<file path="src/rtl/elevator_pkg.sv">
// Shared elevator definitions: floor-count defaults, dispatcher state encoding
// and the sweep-direction constants used by the car controller and display.
package elevator_pkg;

  localparam int NUM_FLOORS_DEF = 16;
  localparam int FLOOR_W_DEF    = 4;

  localparam logic DIR_UP   = 1'b1;
  localparam logic DIR_DOWN = 1'b0;

  typedef enum logic [1:0] {
    IDLE   = 2'd0,
    SELECT = 2'd1,
    ISSUE  = 2'd2,
    WAIT   = 2'd3
  } disp_state_t;

endpackage

</file>
<file path="src/rtl/floor_scan_picker.sv">
// Combinational SCAN target selection: current floor first, then nearest call
// ahead in the sweep direction, else nearest call after reversing.
module floor_scan_picker
  import elevator_pkg::*;
#(
  parameter int NUM_FLOORS = NUM_FLOORS_DEF,
  parameter int FLOOR_W    = FLOOR_W_DEF
) (
  input  logic [NUM_FLOORS-1:0] pending,
  input  logic [FLOOR_W-1:0]    car_floor,
  input  logic                  dir_up,
  output logic                  found,
  output logic [FLOOR_W-1:0]    pick_floor,
  output logic                  new_dir
);

  logic               here_hit;
  logic               up_found;
  logic               dn_found;
  logic [FLOOR_W-1:0] up_pick;
  logic [FLOOR_W-1:0] dn_pick;

  // Descending scan leaves the lowest bit above the car; ascending scan leaves
  // the highest bit below it. No index wrap-around at the edge floors.
  always_comb begin
    here_hit = 1'b0;
    up_found = 1'b0;
    up_pick  = '0;
    for (int i = NUM_FLOORS - 1; i >= 0; i--) begin
      if (pending[i] && (FLOOR_W'(i) == car_floor)) here_hit = 1'b1;
      if (pending[i] && (FLOOR_W'(i) > car_floor)) begin
        up_found = 1'b1;
        up_pick  = FLOOR_W'(i);
      end
    end
    dn_found = 1'b0;
    dn_pick  = '0;
    for (int i = 0; i < NUM_FLOORS; i++) begin
      if (pending[i] && (FLOOR_W'(i) < car_floor)) begin
        dn_found = 1'b1;
        dn_pick  = FLOOR_W'(i);
      end
    end
  end

  always_comb begin
    found      = 1'b1;
    pick_floor = car_floor;
    new_dir    = dir_up;
    if (here_hit) begin
      pick_floor = car_floor;
    end else if (dir_up == DIR_UP && up_found) begin
      pick_floor = up_pick;
    end else if (dir_up == DIR_DOWN && dn_found) begin
      pick_floor = dn_pick;
    end else if (dir_up == DIR_UP && dn_found) begin
      pick_floor = dn_pick;
      new_dir    = DIR_DOWN;
    end else if (dir_up == DIR_DOWN && up_found) begin
      pick_floor = up_pick;
      new_dir    = DIR_UP;
    end else begin
      found = 1'b0;
    end
  end

endmodule

</file>
<file path="src/rtl/floor_request_dispatcher.sv">
// Floor call dispatcher: pending-call bitmap, SCAN target selection and a
// valid/ready target offer to the car. Optional re-targeting: DISPATCH_RETARGET_EN.
//
//   state  | meaning
//   IDLE   | no outstanding calls
//   SELECT | one cycle, SCAN pick from pending/car_floor/dir_up
//   ISSUE  | offering tgt_floor, held until tgt_ready
//   WAIT   | target accepted, waiting for arrival at tgt_floor
module floor_request_dispatcher
  import elevator_pkg::*;
#(
  parameter int NUM_FLOORS = NUM_FLOORS_DEF,
  parameter int FLOOR_W    = FLOOR_W_DEF
) (
  input  logic                  CLOCK_50,
  input  logic                  reset,
  input  logic                  call_valid,
  input  logic [FLOOR_W-1:0]    call_floor,
  output logic                  call_err,
  input  logic [FLOOR_W-1:0]    car_floor,
  input  logic                  car_arrived,
  output logic                  tgt_valid,
  output logic [FLOOR_W-1:0]    tgt_floor,
  input  logic                  tgt_ready,
  output logic                  dir_up,
  output logic [NUM_FLOORS-1:0] pending,
  output logic                  busy
);

  disp_state_t           state, state_nxt;
  logic [NUM_FLOORS-1:0] set_vec, clr_vec, pending_nxt;
  logic                  call_in_range;
  logic                  found, new_dir, retarget_hit;
  logic [FLOOR_W-1:0]    pick_floor;

  assign call_in_range = int'(call_floor) < NUM_FLOORS;

  // An arrival clears its floor in every state and beats a same-cycle call.
  always_comb begin
    set_vec = '0;
    clr_vec = '0;
    for (int i = 0; i < NUM_FLOORS; i++) begin
      if (call_valid && (call_floor == FLOOR_W'(i))) set_vec[i] = 1'b1;
      if (car_arrived && (car_floor == FLOOR_W'(i))) clr_vec[i] = 1'b1;
    end
  end

  assign pending_nxt = (pending | set_vec) & ~clr_vec;

  floor_scan_picker #(.NUM_FLOORS(NUM_FLOORS), .FLOOR_W(FLOOR_W)) u_picker (
    .pending    (pending),
    .car_floor  (car_floor),
    .dir_up     (dir_up),
    .found      (found),
    .pick_floor (pick_floor),
    .new_dir    (new_dir)
  );

`ifdef DISPATCH_RETARGET_EN
  logic [NUM_FLOORS-1:0] between;
  logic [FLOOR_W-1:0]    last_car_floor;
  logic                  retarget_used;

  always_comb begin
    between = '0;
    for (int i = 0; i < NUM_FLOORS; i++) begin
      if (dir_up == DIR_UP)
        between[i] = (FLOOR_W'(i) > car_floor) && (FLOOR_W'(i) < tgt_floor);
      else
        between[i] = (FLOOR_W'(i) < car_floor) && (FLOOR_W'(i) > tgt_floor);
    end
  end

  assign retarget_hit = (state == WAIT) && !retarget_used &&
                        (|(set_vec & ~clr_vec & ~pending & between));

  // One re-target per floor the car passes; re-armed when car_floor moves.
  always_ff @(posedge CLOCK_50) begin
    if (reset) begin
      retarget_used  <= 1'b0;
      last_car_floor <= '0;
    end else begin
      last_car_floor <= car_floor;
      if (retarget_hit)                    retarget_used <= 1'b1;
      else if (car_floor != last_car_floor) retarget_used <= 1'b0;
    end
  end
`else
  assign retarget_hit = 1'b0;
`endif

  always_comb begin
    state_nxt = state;
    case (state)
      IDLE:    if (pending != '0) state_nxt = SELECT;
      SELECT:  state_nxt = found ? ISSUE : IDLE;
      ISSUE:   if (tgt_ready) state_nxt = WAIT;
      WAIT:    if ((car_arrived && (car_floor == tgt_floor)) || retarget_hit)
                 state_nxt = SELECT;
      default: state_nxt = IDLE;
    endcase
  end

  always_ff @(posedge CLOCK_50) begin
    if (reset) begin
      state     <= IDLE;
      pending   <= '0;
      tgt_floor <= '0;
      dir_up    <= DIR_UP;
      call_err  <= 1'b0;
    end else begin
      state    <= state_nxt;
      pending  <= pending_nxt;
      call_err <= call_valid && !call_in_range;
      if (state == SELECT && found) begin
        tgt_floor <= pick_floor;
        dir_up    <= new_dir;
      end
    end
  end

  assign tgt_valid = (state == ISSUE);
  assign busy      = (state != IDLE);

endmodule

</file>
<file path="config.mk">
export PLATFORM = sky130hd
export DESIGN_NAME = floor_request_dispatcher
export DESIGN_NICKNAME = d
export VERILOG_FILES = /design/src/rtl/elevator_pkg.sv /design/src/rtl/floor_scan_picker.sv /design/src/rtl/floor_request_dispatcher.sv
export SDC_FILE = /design/constraint.sdc
export NUM_CORES = 1
export LEC_CHECK = 0
export BUFFER_PORTS_ARGS = -buffer_cell sky130_fd_sc_hd__buf_4
export CORE_MARGIN = 1.5
export CORE_UTILIZATION = 40
export CTS_CLUSTER_DIAMETER = 150
export DETAILED_ROUTE_END_ITERATION = 6
export PLACE_DENSITY_LB_ADDON = 0.08
export SYNTH_ARGS = -nofsm -noshare
export SYNTH_HDL_FRONTEND = slang
export SYNTH_SLANG_ARGS = --single-unit
</file>
<file path="constraint.sdc">
create_clock -name CLOCK_50 -period 3 [get_ports CLOCK_50]
set_input_delay 0.6 -clock CLOCK_50 [delete_from_list [all_inputs] [get_ports CLOCK_50]]
set_output_delay 0.6 -clock CLOCK_50 [all_outputs]
set_load 0.05 [all_outputs]
</file>
==> impl_metrics.ini <==
[timing]
slew_headroom_pct = 56.6
worstMarginPinSlew_ps = 648
setup_viol = 0
fmax_mhz = 417
hold_viol = 0
fin_crit_sh_pct = 79.9
finClkSkew_ps = 4.78
period_minus_slack_ps = 2400
setup_ws_ps = 604
drv_slew = 0
rsz0062_at_grt = false
tns_ps = 0

[worst_setup_path]
crit_fanout = 42
crit_path_end_kind = flop
start_kind = input pin
worstPathArrival_ps = 2570
r2r_start = pending[11]
critPathKind = input pin to flop
r2r_setup_slack_ps = 670
crit_start = car_floor[2]
r2r_end = tgt_floor[3]
worstPathRequired_ps = 3180
ff2ff_path_depth = 7

[final_layout]
regArea_um2 = 460
area_growth_pct = 8.76
multi_input_area_mm2 = 0.00158
finalNonFillerCells = 400
n_fill_cell = 600
diodes = 0
nets = 346
post-route-cell-area_mm2 = 0.00253
layout-drive-gt1-share_pct = 18.6

[power]
p_per_area_mw_per_mm2 = 359
ir_drop_uv = 206
seq_power_share_pct = 39.3
pwr-share-clk_pct = 21.3
p_leak_nw = 0.956
p_int_mw = 0.543
p_sw_share_pct = 40.3
p_sw_mw = 0.367
p_comb_share_pct = 39.4

[floorplan]
die_area_mm2 = 0.00629
fp.dieW_um = 79.3
rows = 27
pin_count = 37
coreArea_mm2 = 0.00557
initial_utilization_pct = 41.8
chipHeight_um = 79.3

[cts]
clock-sinks = 23
cts_resized = 0
cts_hold_buf = 0
cts_buffers = 3
cts_tree = built
ctsHtreeMaxLevel = 1
cts_root_buf = clkbuf_8
cts_setup_buffers = 0
clk_latency_ps = 270
cts_buffer_depth = 2
clkTransAtPathRegs_ps = 80

[logic_synthesis]
syn-num-nets = 328
async_flop_share_pct = 0
synth_most_common_cell = a21oi_1
ys_warn_count = 0
ys_ff_latch = 23
synthTopCellsByArea = dfxtp_1, a21oi_1, o21ai_0
syn_inst = 311
synth.top_cell.area_share_pct = 19.8
synth_area_mm2 = 0.00233
synth_top_area_cell = dfxtp_1
synth-edff-count = 0
syn_avg_cell_area_um2 = 7.49
synth_cell_type_count = 78
yosysSeqAreaShare_pct = 19.8
synth_common_cells = a21oi_1, nor2_1, nand2_1
yosys_most_used_dff = dfxtp_1

[global_route]
grt-ovfl-total = 0
grt.total_usage_pct = 24.0
antenna_found_initial = 0
grt_max_degree = 43
grt_pass1_vias = 2345
grt_pass1_wl_um = 11900

[placed_design]
place_inst = 396
gp_routability_congestion = 0.868
dpl-instance-area_mm2 = 0.00249
port-buffer-count = 35
dp_hpwl_um = 5160
dpl_worst_slack_ps = 350

[hold_path]
min_to = state[1]
hp-start = state[1]
whs_path_depth = 2
min_path_type = flop to flop

[route]
drt-initial-drc-count = 246
dr.pass1.iters = 5
wire_per_inst_um = 18.3
routed_via_density = 6.20
dr_total_vias = 2479
drtAntennaViolNets = 0
finalWirelength_um = 7330
remaining_drc_errors = 0

[flow_run]
max-cap-violations = 0

[status]
status = finished clean
-- layout by cell type, fill, tap and decap left out, drive strengths merged, types with 6 or more instances in the layout --
master	Yosys	final
a211oi	13	13
a21oi	33	33
a311oi	6	6
buf	12	39
dfxtp	23	23
inv	16	16
nand2	26	26
nand3	8	8
nor2	29	29
nor2b	8	8
o21ai	23	23
o22ai	7	7
-- routing by layer --
metal	global-route usage (%)	part of all wire, %
met4	9.12	1.8
met1	33.8	46
met2	37.4	46
met5	0	0
met3	2.41	6.6
-- metrics by stage --
step / hold slack [ps] / utilization [%] / power [mW]
after floorplan: 465 / - / 0.639
after global placement: 486 / 44.6 / 0.723
after detailed placement: 491 / 44.6 / 0.721
after CTS: 503 / 45.4 / 0.913
after global routing: 533 / 45.4 / 0.967
final: 498 / 45.4 / 0.910
-- logic make-up (layout without fill, tap and decap cells) --
family                     after synthesis  in the layout  share of synthesized area [%]
AOI/OAI and AO/OA                      127            127                           38.0
and+or+nand+nor                        106            106                           24.2
buffers and inverters                   42             59                           12.4
DFF                                     23             23                           19.8
adders and majority gates                4              4                           2.15
xor gates and xnor gates                 4              4                           1.50
muxes                                    4              4                           1.83
other                                    1              1                          0.161
-- layout make-up --
cell class / count / share of cell area, %
Clock buffer: 3 / 1.63
Clock inverter: 1 / 0.198
Inverter: 16 / 2.47
Multi-Input combinational cell: 246 / 62.4
Sequential cell: 23 / 18.2
Tap cell: 72 / 3.56
Timing Repair Buffer: 39 / 11.6
-- critical path, cell delays in order --
cell and delay, ps:
buf_4 360, nor2_2 180, nor3_1 290, nor3_1 110, o2111a_2 210, or2_1 240
a221o_1 320, a311oi_1 260
-- power groups by stage --
stage	clock network (mW)	registers, mW	logic (mW)
6_report	0.193	0.358	0.359
5_1_grt	0.209	0.362	0.395
4_1_cts	0.198	0.357	0.358
3_5_place_dp	0	0.364	0.357
3_3_place_gp	0	0.365	0.358
2_1_floorplan	0	0.406	0.233
-- state kept, by name, indices dropped and copies added, names as in the netlist --
register,cells
tgt_floor,4
pending,16
state,2
dir_up,1
-- worst max path at each step --
stage	endpoint	slack [ps]
global placement	dir_up	330
global route	tgt_floor[3]	380
detailed placement	tgt_floor[3]	350
finish	tgt_floor[3]	600
floorplan	tgt_floor[3]	670
CTS	tgt_floor[3]	630
(Power assumes the default switching activity.)
